File: src/rtl/branch_compare_unit.sv
// ---------------------------------------------------------------------------
// branch_compare_unit
//
// Pipelined branch-condition evaluator for the ID/EX branch path. The branch
// condition is evaluated combinationally on the incoming operands. The result
// and its tag are then carried through DEPTH register stages. The last stage
// drives the out_* ports. Saturating counters track handed-off results and
// the taken outcomes among them.
//
// Handshake (both sides): a beat moves when valid && ready are high at a
// rising clk edge. valid must not depend on ready. On the output side,
// out_taken and out_tag stay stable while out_valid is high and out_ready is
// low.
//
// Parameters
//   WIDTH  operand width in bits (>= 2)
//   DEPTH  pipeline register stages, input to output (1..4)
//   TAG_W  width of the pass-through tag
//   CNT_W  width of the statistics counters
//
// Ports
//   clk        rising-edge clock
//   clrn       asynchronous active-low reset
//   in_valid   operands/op valid this cycle
//   in_ready   unit can accept a beat this cycle
//   op         condition select:
//                000 EQ, 001 NE, 010 LEZ, 011 GTZ,
//                100 LTZ, 101 GEZ, 110 LT, 111 LTU
//   qa         operand rs
//   qb         operand rt (ignored by the single-operand ops)
//   tag        carried alongside the result
//   flush      kill every in-flight result at the next edge
//   cnt_clr    synchronous clear of both counters (wins over a handoff)
//   out_valid  result valid
//   out_ready  consumer accepts the result
//   out_taken  branch condition true
//   out_tag    tag of the current result
//   cmp_cnt    handed-off results, saturating
//   taken_cnt  handed-off results with out_taken = 1, saturating
// ---------------------------------------------------------------------------
module branch_compare_unit #(
    parameter int WIDTH = 32,
    parameter int DEPTH = 1,
    parameter int TAG_W = 5,
    parameter int CNT_W = 16
) (
    input  logic             clk,
    input  logic             clrn,
    input  logic             in_valid,
    output logic             in_ready,
    input  logic [2:0]       op,
    input  logic [WIDTH-1:0] qa,
    input  logic [WIDTH-1:0] qb,
    input  logic [TAG_W-1:0] tag,
    input  logic             flush,
    input  logic             cnt_clr,
    output logic             out_valid,
    input  logic             out_ready,
    output logic             out_taken,
    output logic [TAG_W-1:0] out_tag,
    output logic [CNT_W-1:0] cmp_cnt,
    output logic [CNT_W-1:0] taken_cnt
);

    localparam logic [2:0] OP_EQ  = 3'b000;
    localparam logic [2:0] OP_NE  = 3'b001;
    localparam logic [2:0] OP_LEZ = 3'b010;
    localparam logic [2:0] OP_GTZ = 3'b011;
    localparam logic [2:0] OP_LTZ = 3'b100;
    localparam logic [2:0] OP_GEZ = 3'b101;
    localparam logic [2:0] OP_LT  = 3'b110;
    localparam logic [2:0] OP_LTU = 3'b111;

    localparam logic [CNT_W-1:0] CNT_ONE = CNT_W'(1);
    localparam logic [CNT_W-1:0] CNT_MAX = '1;

    // ------------------------------------------------------------------
    // Condition evaluation
    // ------------------------------------------------------------------
    logic sign_a;
    logic a_zero;
    logic a_eq_b;
    logic lt_signed;
    logic lt_unsigned;
    logic cond;

    assign sign_a      = qa[WIDTH-1];
    assign a_zero      = (qa == '0);
    assign a_eq_b      = (qa == qb);
    assign lt_signed   = ($signed(qa) < $signed(qb));
    assign lt_unsigned = (qa < qb);

    // The single-operand tests against zero need only the sign bit and a
    // zero detect, so no subtractor is spent on them.
    always_comb begin
        cond = 1'b0;
        case (op)
            OP_EQ:   cond = a_eq_b;
            OP_NE:   cond = !a_eq_b;
            OP_LEZ:  cond = sign_a || a_zero;
            OP_GTZ:  cond = !sign_a && !a_zero;
            OP_LTZ:  cond = sign_a;
            OP_GEZ:  cond = !sign_a;
            OP_LT:   cond = lt_signed;
            OP_LTU:  cond = lt_unsigned;
            default: cond = 1'b0;
        endcase
    end

    // ------------------------------------------------------------------
    // Pipeline control
    // ------------------------------------------------------------------
    logic             advance;
    logic             transfer;
    logic             handoff;

    logic [DEPTH-1:0] stg_valid;
    logic [DEPTH-1:0] stg_taken;
    logic [TAG_W-1:0] stg_tag [DEPTH];

    // One global stall: the whole pipe moves only when the last stage is
    // empty or being drained. Bubbles are carried along and not collapsed.
    assign advance   = !out_valid || out_ready;
    assign in_ready  = advance;
    assign transfer  = in_valid && in_ready;
    assign handoff   = out_valid && out_ready;

    assign out_valid = stg_valid[DEPTH-1];
    assign out_taken = stg_taken[DEPTH-1];
    assign out_tag   = stg_tag[DEPTH-1];

    // Valid bits: flush overrides everything, including a beat accepted in
    // the same cycle, which is therefore discarded.
    always_ff @(posedge clk or negedge clrn) begin
        if (!clrn) begin
            stg_valid <= '0;
        end else if (flush) begin
            stg_valid <= '0;
        end else if (advance) begin
            stg_valid[0] <= transfer;
            for (int i = 1; i < DEPTH; i++) begin
                stg_valid[i] <= stg_valid[i-1];
            end
        end
    end

    // Payload: reset so the out_* ports read zero until the first result.
    // Stage 0 loads only on an accepted beat, so nothing but real results
    // (or the reset zeros) ever reaches the output registers.
    always_ff @(posedge clk or negedge clrn) begin
        if (!clrn) begin
            stg_taken <= '0;
            for (int i = 0; i < DEPTH; i++) begin
                stg_tag[i] <= '0;
            end
        end else if (advance) begin
            if (transfer) begin
                stg_taken[0] <= cond;
                stg_tag[0]   <= tag;
            end
            for (int i = 1; i < DEPTH; i++) begin
                stg_taken[i] <= stg_taken[i-1];
                stg_tag[i]   <= stg_tag[i-1];
            end
        end
    end

    // ------------------------------------------------------------------
    // Outcome statistics
    // ------------------------------------------------------------------
    always_ff @(posedge clk or negedge clrn) begin
        if (!clrn) begin
            cmp_cnt   <= '0;
            taken_cnt <= '0;
        end else if (cnt_clr) begin
            cmp_cnt   <= '0;
            taken_cnt <= '0;
        end else if (handoff) begin
            if (cmp_cnt != CNT_MAX) begin
                cmp_cnt <= cmp_cnt + CNT_ONE;
            end
            if (out_taken && (taken_cnt != CNT_MAX)) begin
                taken_cnt <= taken_cnt + CNT_ONE;
            end
        end
    end

endmodule

File: config.mk
export PLATFORM = sky130hd
export DESIGN_NAME = branch_compare_unit
export DESIGN_NICKNAME = d
export VERILOG_FILES = /design/src/rtl/branch_compare_unit.sv
export SDC_FILE = /design/constraint.sdc
export NUM_CORES = 1
export LEC_CHECK = 0
export CORE_MARGIN = 2
export CORE_UTILIZATION = 44
export DETAILED_ROUTE_END_ITERATION = 16
export PLACE_DENSITY_LB_ADDON = 0.08
export SLEW_MARGIN = 20
export SYNTH_ARGS = -nofsm -noshare
export SYNTH_HDL_FRONTEND = slang
export SYNTH_SLANG_ARGS = --single-unit
File: constraint.sdc
create_clock -name clk -period 2 [get_ports clk]
set_input_delay 0.3 -clock clk [delete_from_list [all_inputs] [get_ports clk]]
set_output_delay 0.3 -clock clk [all_outputs]
set_load 0.02 [all_outputs]
==> summary.md, run 1 <==
| Metric | Value |
|---|---|
| Post-Place Worst Slack | `-647 ps` |
| Post-Synth Adder-Cell Area | `14.4%` |
| Count of warnings emitted by yosys | `0` |
| DRC viols | `0` |
| Vias | `3070` |
| Max-slew violations | `0` |
| Synth-to-layout area growth | `66.6%` |
| CTS clock-pin slew for the worst setup and hold paths | `70 ps` |
| Pwr Total | `1.98 mW` |
| Global-route usage over all layers | `24.1%` |
| Yosys top cell area share | `33.0%` |
| Post-synthesis cell count | `324` |
| Final net count | `604` |
| Worst-path maximum fanout | `3` |
| Layout cells sized above 1 | `36.5%` |
| Period utilization | `99.1%` |
| Clock skew | `5.14 ps` |
| N_diodes | `0` |
| Hold/Removal Path Class | `in -> async` |
| Core ar. | `6420 um2` |
| Fraction of the mapped netlist area in compound gates | `10.7%` |
| Die W | `86.0 um` |
| Post-synthesis mux area share | `2.92%` |
| Max_cap viols | `0` |
| Syn Nets | `436` |
| Num CTS Buffers | `5` |
| CP Capture Type | `flop` |
| Initial core utilization | `46.1%` |
| Power per cell area | `401 nW/um2` |
| Global route overflow | `0` |
| Setup ws final | `17.6 ps` |
| CTS tree | `done` |
| Outcome | `finished clean` |
| Io pins | `118` |
| Clk sinks | `39` |
| Drt pass-1 iters | `4` |
| Simple-Gate Fraction of Synth Area | `25.2%` |
| DR vias/cell | `5.39` |
| Final ANT Viol Nets | `0` |
| Post-layout util | `76.8%` |
| Clk root buf | `clkbuf_8` |
| Largest net degree at the start of global routing | `40` |
| Synth Area in XOR/XNOR | `7.99%` |
| Cells on worst reg2reg path | `6` |
| HPWL after DPL | `6200 um` |
| Wirelength per Cell | `15.5 um` |
| Drt first-iter violations | `85` |
| Final Hold Fails | `0` |
| Worst Max-Slew Pin Slew | `491 ps` |
| Distinct cells, synth | `48` |
| EDFF count, synth | `0` |
| P_leak | `2.12 nW` |
| Die Y | `86.0 um` |
| PortBufs | `117` |
| Gpl congestion | `0.787` |
| CP Data Arrival Time | `2160 ps` |
| Max-slew headroom | `67.3%` |
| Worst skew pair latency | `290 ps` |
| Setup violators final | `0` |
| Req. time, crit path | `2170 ps` |
| RSZ-0062 raised after global routing | `yes` |
| First-pass GRT wire length | `14500 um` |
| Seq/Total Area, Yosys | `33.0%` |
| Worst Path Class, Setup | `in -> reg` |
| Critical Path Source Type | `primary input` |
| Dominant cell type by area after synthesis | `dfrtp_1` |
| H-tree levels | `2` |
| Worst VDD drop | `0.000439 V` |
| Synthesized flop and latch total | `39` |
| Initial antenna violation count | `0` |
| Dominant cells by area after synthesis | `dfrtp_1 (33%), ha_1 (14%), inv_1 (5.1%)` |
| Std-Cell Rows | `29` |
| Maximum clock path buffer count | `2` |
| Total length of routed wires | `8820 um` |
| Number of global-route vias before repair | `3115` |
| Synthesized area | `2960 um2` |
| DIE AREA | `7400 um2` |
| Post-synthesis async set-or-reset flop share | `100%` |
| Mean Syn Cell Area | `9.13 um2` |
| Fmax | `504 MHz` |
| Most used DFF post-synth | `dfrtp_1` |
| Fin crit period | `1980 ps` |
| Main combinational cell family by area after synthesis | `simple AND/OR/NAND/NOR gates` |
-- worst max-delay path: stages --
cell	delay [ps]
clkbuf_2	100
ha_1	290
nand4_1	200
buf_4	160
nor2_2	30
a22o_1	220
o41ai_2	390
a21oi_1	110
or3b_1	360
-- state kept, by name (all words and copies together), names as in the netlist --
register / cells
cmp_cnt: 16
out_tag: 5
out_taken: 1
out_valid: 1
taken_cnt: 16
-- synth_stat cells (2+ instances only) --
library cell	number
nor4_2	2
nor3_1	11
a21oi_1	18
nor2_1	33
dfrtp_1	39
and3_1	4
o21ai_0	3
nand4_1	12
nand3_1	11
clkbuf_1	3
mux2i_1	3
and2_1	5
xnor2_1	16
o21ai_1	3
nor4_1	10
a221oi_1	2
xor2_1	11
nand2_1	19
a2111oi_4	2
nor3b_1	3
and4_1	2
a21o_1	3
mux2_2	5
nand4_2	5
or3_1	4
inv_1	40
ha_1	34
-- layout by cell type (no fill, tap or decap), drive strengths merged, types with 2 or more instances in the layout --
| cell | n |
|---|---|
| dlygate4sd2 | 10 |
| clkdlybuf4s50 | 52 |
| and3 | 5 |
| nand3 | 12 |
| mux2 | 5 |
| xor2 | 11 |
| a2111oi | 4 |
| buf | 58 |
| ha | 34 |
| a21o | 3 |
| a221oi | 2 |
| o21ai | 6 |
| nor4 | 13 |
| dfrtp | 39 |
| nor3b | 3 |
| nor2 | 33 |
| and4 | 3 |
| clkbuf | 36 |
| or3 | 4 |
| and2 | 5 |
| xnor2 | 16 |
| clkdlybuf4s15 | 16 |
| mux2i | 3 |
| nand4 | 17 |
| a21oi | 18 |
| nand2 | 20 |
| nor3 | 11 |
| o41ai | 2 |
| inv | 40 |
-- layer usage --
layer	vias up	track usage, %	part of all wire [%]
met5	-	0	0
met4	0	7.36	1.8
met3	16	3.37	5.5
met2	106	44.6	52
met1	1462	28.6	41
li1	1486	-	-
-- final timing paths --
| check | end | slack [ps] | from |
|---|---|---|---|
| max | out_taken | 20 | qa[8] |
| min | taken_cnt[1] | 50 | clrn |
| max reg2reg | taken_cnt[12] | 150 | taken_cnt[9] |
| min reg2reg | out_tag[4] | 510 | out_tag[4] |
| max in group asynchronous | cmp_cnt[6] | 1610 | clrn |
| min in group clk | out_tag[4] | 510 | out_tag[4] |
-- layout make-up --
type / count / area (um2)
Fill cell: 454 / 1490
Clock inverter: 1 / 5.00
Tap cell: 77 / 96.3
Sequential cell: 39 / 976
Multi-Input combinational cell: 241 / 2260
Inverter: 40 / 153
Clock buffer: 7 / 76.3
Timing Repair Buffer: 165 / 1370
-- metrics by stage --
stage          cells  area [um2]  setup TNS [ps]  hold WS (ps)
6_report         570        4930               0          50.4
3_5_place_dp     554        4500           -1520           389
3_3_place_gp     554        4500            -967           386
5_1_grt          570        4930           -68.1          92.8
2_1_floorplan    324        2960               0          4.41
4_1_cts          565        4960               0          64.1
-- power by group --
part           leakage [nW]  switching, mW  internal [mW]  total [mW]
registers             0.530         0.0138          0.808       0.822
clock network        0.0422          0.272          0.245       0.516
logic                  1.55          0.296          0.344       0.640
total                  2.12          0.582           1.40        1.98
-- logic make-up (layout without fill, tap and decap cells) --
| logic type | count (synthesis) | count (layout) |
|---|---|---|
| AND/OR/NAND/NOR | 131 | 131 |
| buffers and inverters | 44 | 213 |
| AO/OA/AOI/OAI | 41 | 41 |
| flip-flops | 39 | 39 |
| adder cells (fa/ha/maj) | 34 | 34 |
| XOR/XNOR | 27 | 27 |
| multiplexers | 8 | 8 |
-- repair_timing --
item	4_1_cts	5_1_grt
endpoints found under the setup margin	1	5
resized for setup	170	80
pin swaps	38	31
hold buffers	0	0
buffers inserted	3	5
endpoints found under the hold margin	0	0
cloned	0	0
Power figures use the tool's default switching activity.
==> inputs of run 2 (changes only) <==
--- a/config.mk
+++ b/config.mk
@@ -5,6 +5,7 @@
 export SDC_FILE = /design/constraint.sdc
 export NUM_CORES = 1
 export LEC_CHECK = 0
+export CORE_ASPECT_RATIO = 1.75
 export CORE_MARGIN = 2
 export CORE_UTILIZATION = 44
 export DETAILED_ROUTE_END_ITERATION = 16
==> summary.md, run 2 (synthesized netlist as in run 1, its figures left out) <==
| Metric | Value |
|---|---|
| Outcome | `complete, but fails checks` |
| Failing checks | `negative setup slack` |
| Crit-path cells | `buf_6, ha_4, nand4_1, nor4_4, a2111oi_4, nor4_2, a21oi_1, or3b_1` |
| CP Data Arrival Time | `2190 ps (+30 ps)` |
| Worst-path maximum fanout | `3 (unchanged)` |
| Leading cell type in the layout, fill and taps excluded | `clkdlybuf4s50_1` |
| Initial antenna violation count | `0 (unchanged)` |
| Total length of routed wires | `9450 um (+7.1%)` |
| Placed instance area | `4530 um2 (+0.58%)` |
| FILL cells | `470 (+3.5%)` |
| Max_cap viols | `0 (unchanged)` |
| Crit-path max cell delay | `420 ps (+30 ps)` |
| CP Capture Type | `flop` |
| Worst VDD drop | `0.000939 V (+110%)` |
| DR vias/cell | `5.36 (-0.51%)` |
| Gpl congestion | `0.791 (+0.53%)` |
| Worst skew pair latency | `280 ps (about the same)` |
| Setup ws final | `-36.5 ps (-54.1 ps)` |
| RSZ-0062 raised after global routing | `yes` |
| Layout cells sized above 1 | `41.6% (+5.1 points)` |
| Synth-to-layout area growth | `70.0%` |
| HPWL after DPL | `6690 um (+8.0%)` |
| Final net count | `604 (unchanged)` |
| H-tree levels | `2 (unchanged)` |
| Fin crit period | `2040 ps (+54.1 ps)` |
| Number of global-route vias before repair | `3310 (+6.3%)` |
| Setup violators final | `1 (+1)` |
| FF+latch area | `976 um2 (unchanged)` |
| Cell area after layout | `5030 um2 (+2.1%)` |
| N_diodes | `0 (unchanged)` |
| Die Y | `112 um (+31%)` |
| Post-Place Worst Slack | `-633 ps (+14.8 ps)` |
| WHS | `61.5 ps (+11.2 ps)` |
| CTS tree | `done` |
| Routed wl met3 | `467 um (-2.9%)` |
| Multi-input gate area | `2300 um2 (+1.9%)` |
| P_leak | `2.16 nW (+1.9%)` |
| DRC viols | `0 (unchanged)` |
| Max-slew violations | `0 (unchanged)` |
| Worst Path Class, Setup | `in -> reg` |
| Max Used Layer | `met4` |
| Met2 routed WL | `5460 um (+20%)` |
| Std-Cell Rows | `39 (+34%)` |
| Num CTS Buffers | `5 (unchanged)` |
| Clk sinks | `39 (unchanged)` |
| Final Hold Fails | `0 (unchanged)` |
| Drt first-iter violations | `89 (+4.7%)` |
| Hold/Removal Path Class | `in -> async` |
| DIE AREA | `7420 um2 (+0.35%)` |
| Max-slew headroom | `65.8% (-1.5 points)` |
| Core ar. | `6540 um2 (+1.8%)` |
| Largest net degree at the start of global routing | `40 (unchanged)` |
| First-pass GRT wire length | `14700 um (+1.4%)` |
| Die W | `66.0 um (-23%)` |
| Maximum clock path buffer count | `2 (unchanged)` |
| Pwr Total | `2.40 mW (+22%)` |
| Power per cell area | `478 nW/um2 (+19%)` |
| Clk root buf | `clkbuf_16` |
| Critical Path Source Type | `primary input` |
| CTS clock-pin slew for the worst setup and hold paths | `60 ps (about the same)` |
| Post-layout util | `76.9% (+0.18 points)` |
| FF-to-FF setup slack | `130 ps (-20 ps)` |
| Drt pass-1 iters | `4 (unchanged)` |
| PortBufs | `117 (unchanged)` |
| Worst path slowest cell | `nor4_4` |
| Vias | `3081 (+0.36%)` |
| Req. time, crit path | `2160 ps (about the same)` |
| Initial core utilization | `45.3% (-0.82 points)` |
| Io pins | `118 (unchanged)` |
| Wirelength per Cell | `16.4 um (+6.2%)` |
| Period utilization | `102% (+2.7 points)` |
| Global route overflow | `0 (unchanged)` |
| WL met1 | `3270 um (-9.4%)` |
| Clock skew | `7.34 ps (+2.20 ps)` |
| Fmax | `491 MHz (-2.7%)` |
| Final ANT Viol Nets | `0 (unchanged)` |
| Commonest cells after routing, fill and taps aside | `clkdlybuf4s50_1 (52), buf_4 (47), clkbuf_2 (45), dfrtp_1 (39), nor2_1 (33)` |
| Worst Max-Slew Pin Slew | `513 ps (+22.5 ps)` |
| Global-route usage over all layers | `25.2% (+1.1 points)` |
-- run 2: area by class of cell --
cell class | instances | share of cell area (%)
flip-flops and latches | 39 | 19.4
clock buffers | 6 | 2.76
multi-input cells | 241 | 45.7
inverters | 40 | 3.03
well taps | 82 | 2.04
repair buffers | 165 | 26.4
clock inverters | 2 | 0.696
-- run 2: power breakdown --
group          leakage [nW]  internal [mW]  switching [mW]
sequential            0.530          0.810          0.0156
clock                0.0868          0.620           0.310
combinational          1.55          0.346           0.303
-- run 2: stage by stage --
stage	setup TNS, ps	cells
floorplan	0	324
global placement	-1500	560
detailed placement	-1930	560
CTS	0	572
global route	-148	575
finish	-36.5	575
-- run 2: timing repair --
item,in CTS,in global routing
setup buffers,4,3
hold buffers,0,0
pin swaps,35,36
endpoints found under the setup margin,1,3
resized for setup,161,122
-- run 2: metal layers --
| layer | track usage (%) | vias up |
|---|---|---|
| met5 | 0 | - |
| met4 | 9.52 | 0 |
| met3 | 4.31 | 23 |
| met2 | 50.8 | 99 |
| met1 | 23.9 | 1472 |
| li1 | - | 1487 |
-- run 2: worst paths after layout --
check                        startpoint             to  cells past startpoint
setup reg to reg           taken_cnt[9]  taken_cnt[12]                      6
hold reg to reg              out_tag[1]     out_tag[1]                      1
min in group clk             out_tag[1]     out_tag[1]                      1
setup / recovery                 qa[11]      out_taken                      8
hold / removal                     clrn   taken_cnt[3]                      2
max in group asynchronous          clrn  taken_cnt[10]                      2
-- run 2: worst max-delay path, delay by kind of cell --
family | cells | cell delay [ps]
AND/OR/NAND/NOR | 4 | 1310
adder cells (fa/ha/maj) | 1 | 260
AO/OA/AOI/OAI | 2 | 220
buffers and inverters | 1 | 100
==> inputs of run 3 (changes only) <==
--- a/config.mk
+++ b/config.mk
@@ -10,7 +10,6 @@
 export CORE_UTILIZATION = 44
 export DETAILED_ROUTE_END_ITERATION = 16
 export PLACE_DENSITY_LB_ADDON = 0.08
-export SLEW_MARGIN = 20
 export SYNTH_ARGS = -nofsm -noshare
 export SYNTH_HDL_FRONTEND = slang
 export SYNTH_SLANG_ARGS = --single-unit
==> results of run 3 <==
Final layout, timing and power as in run 2 (identical DEF).
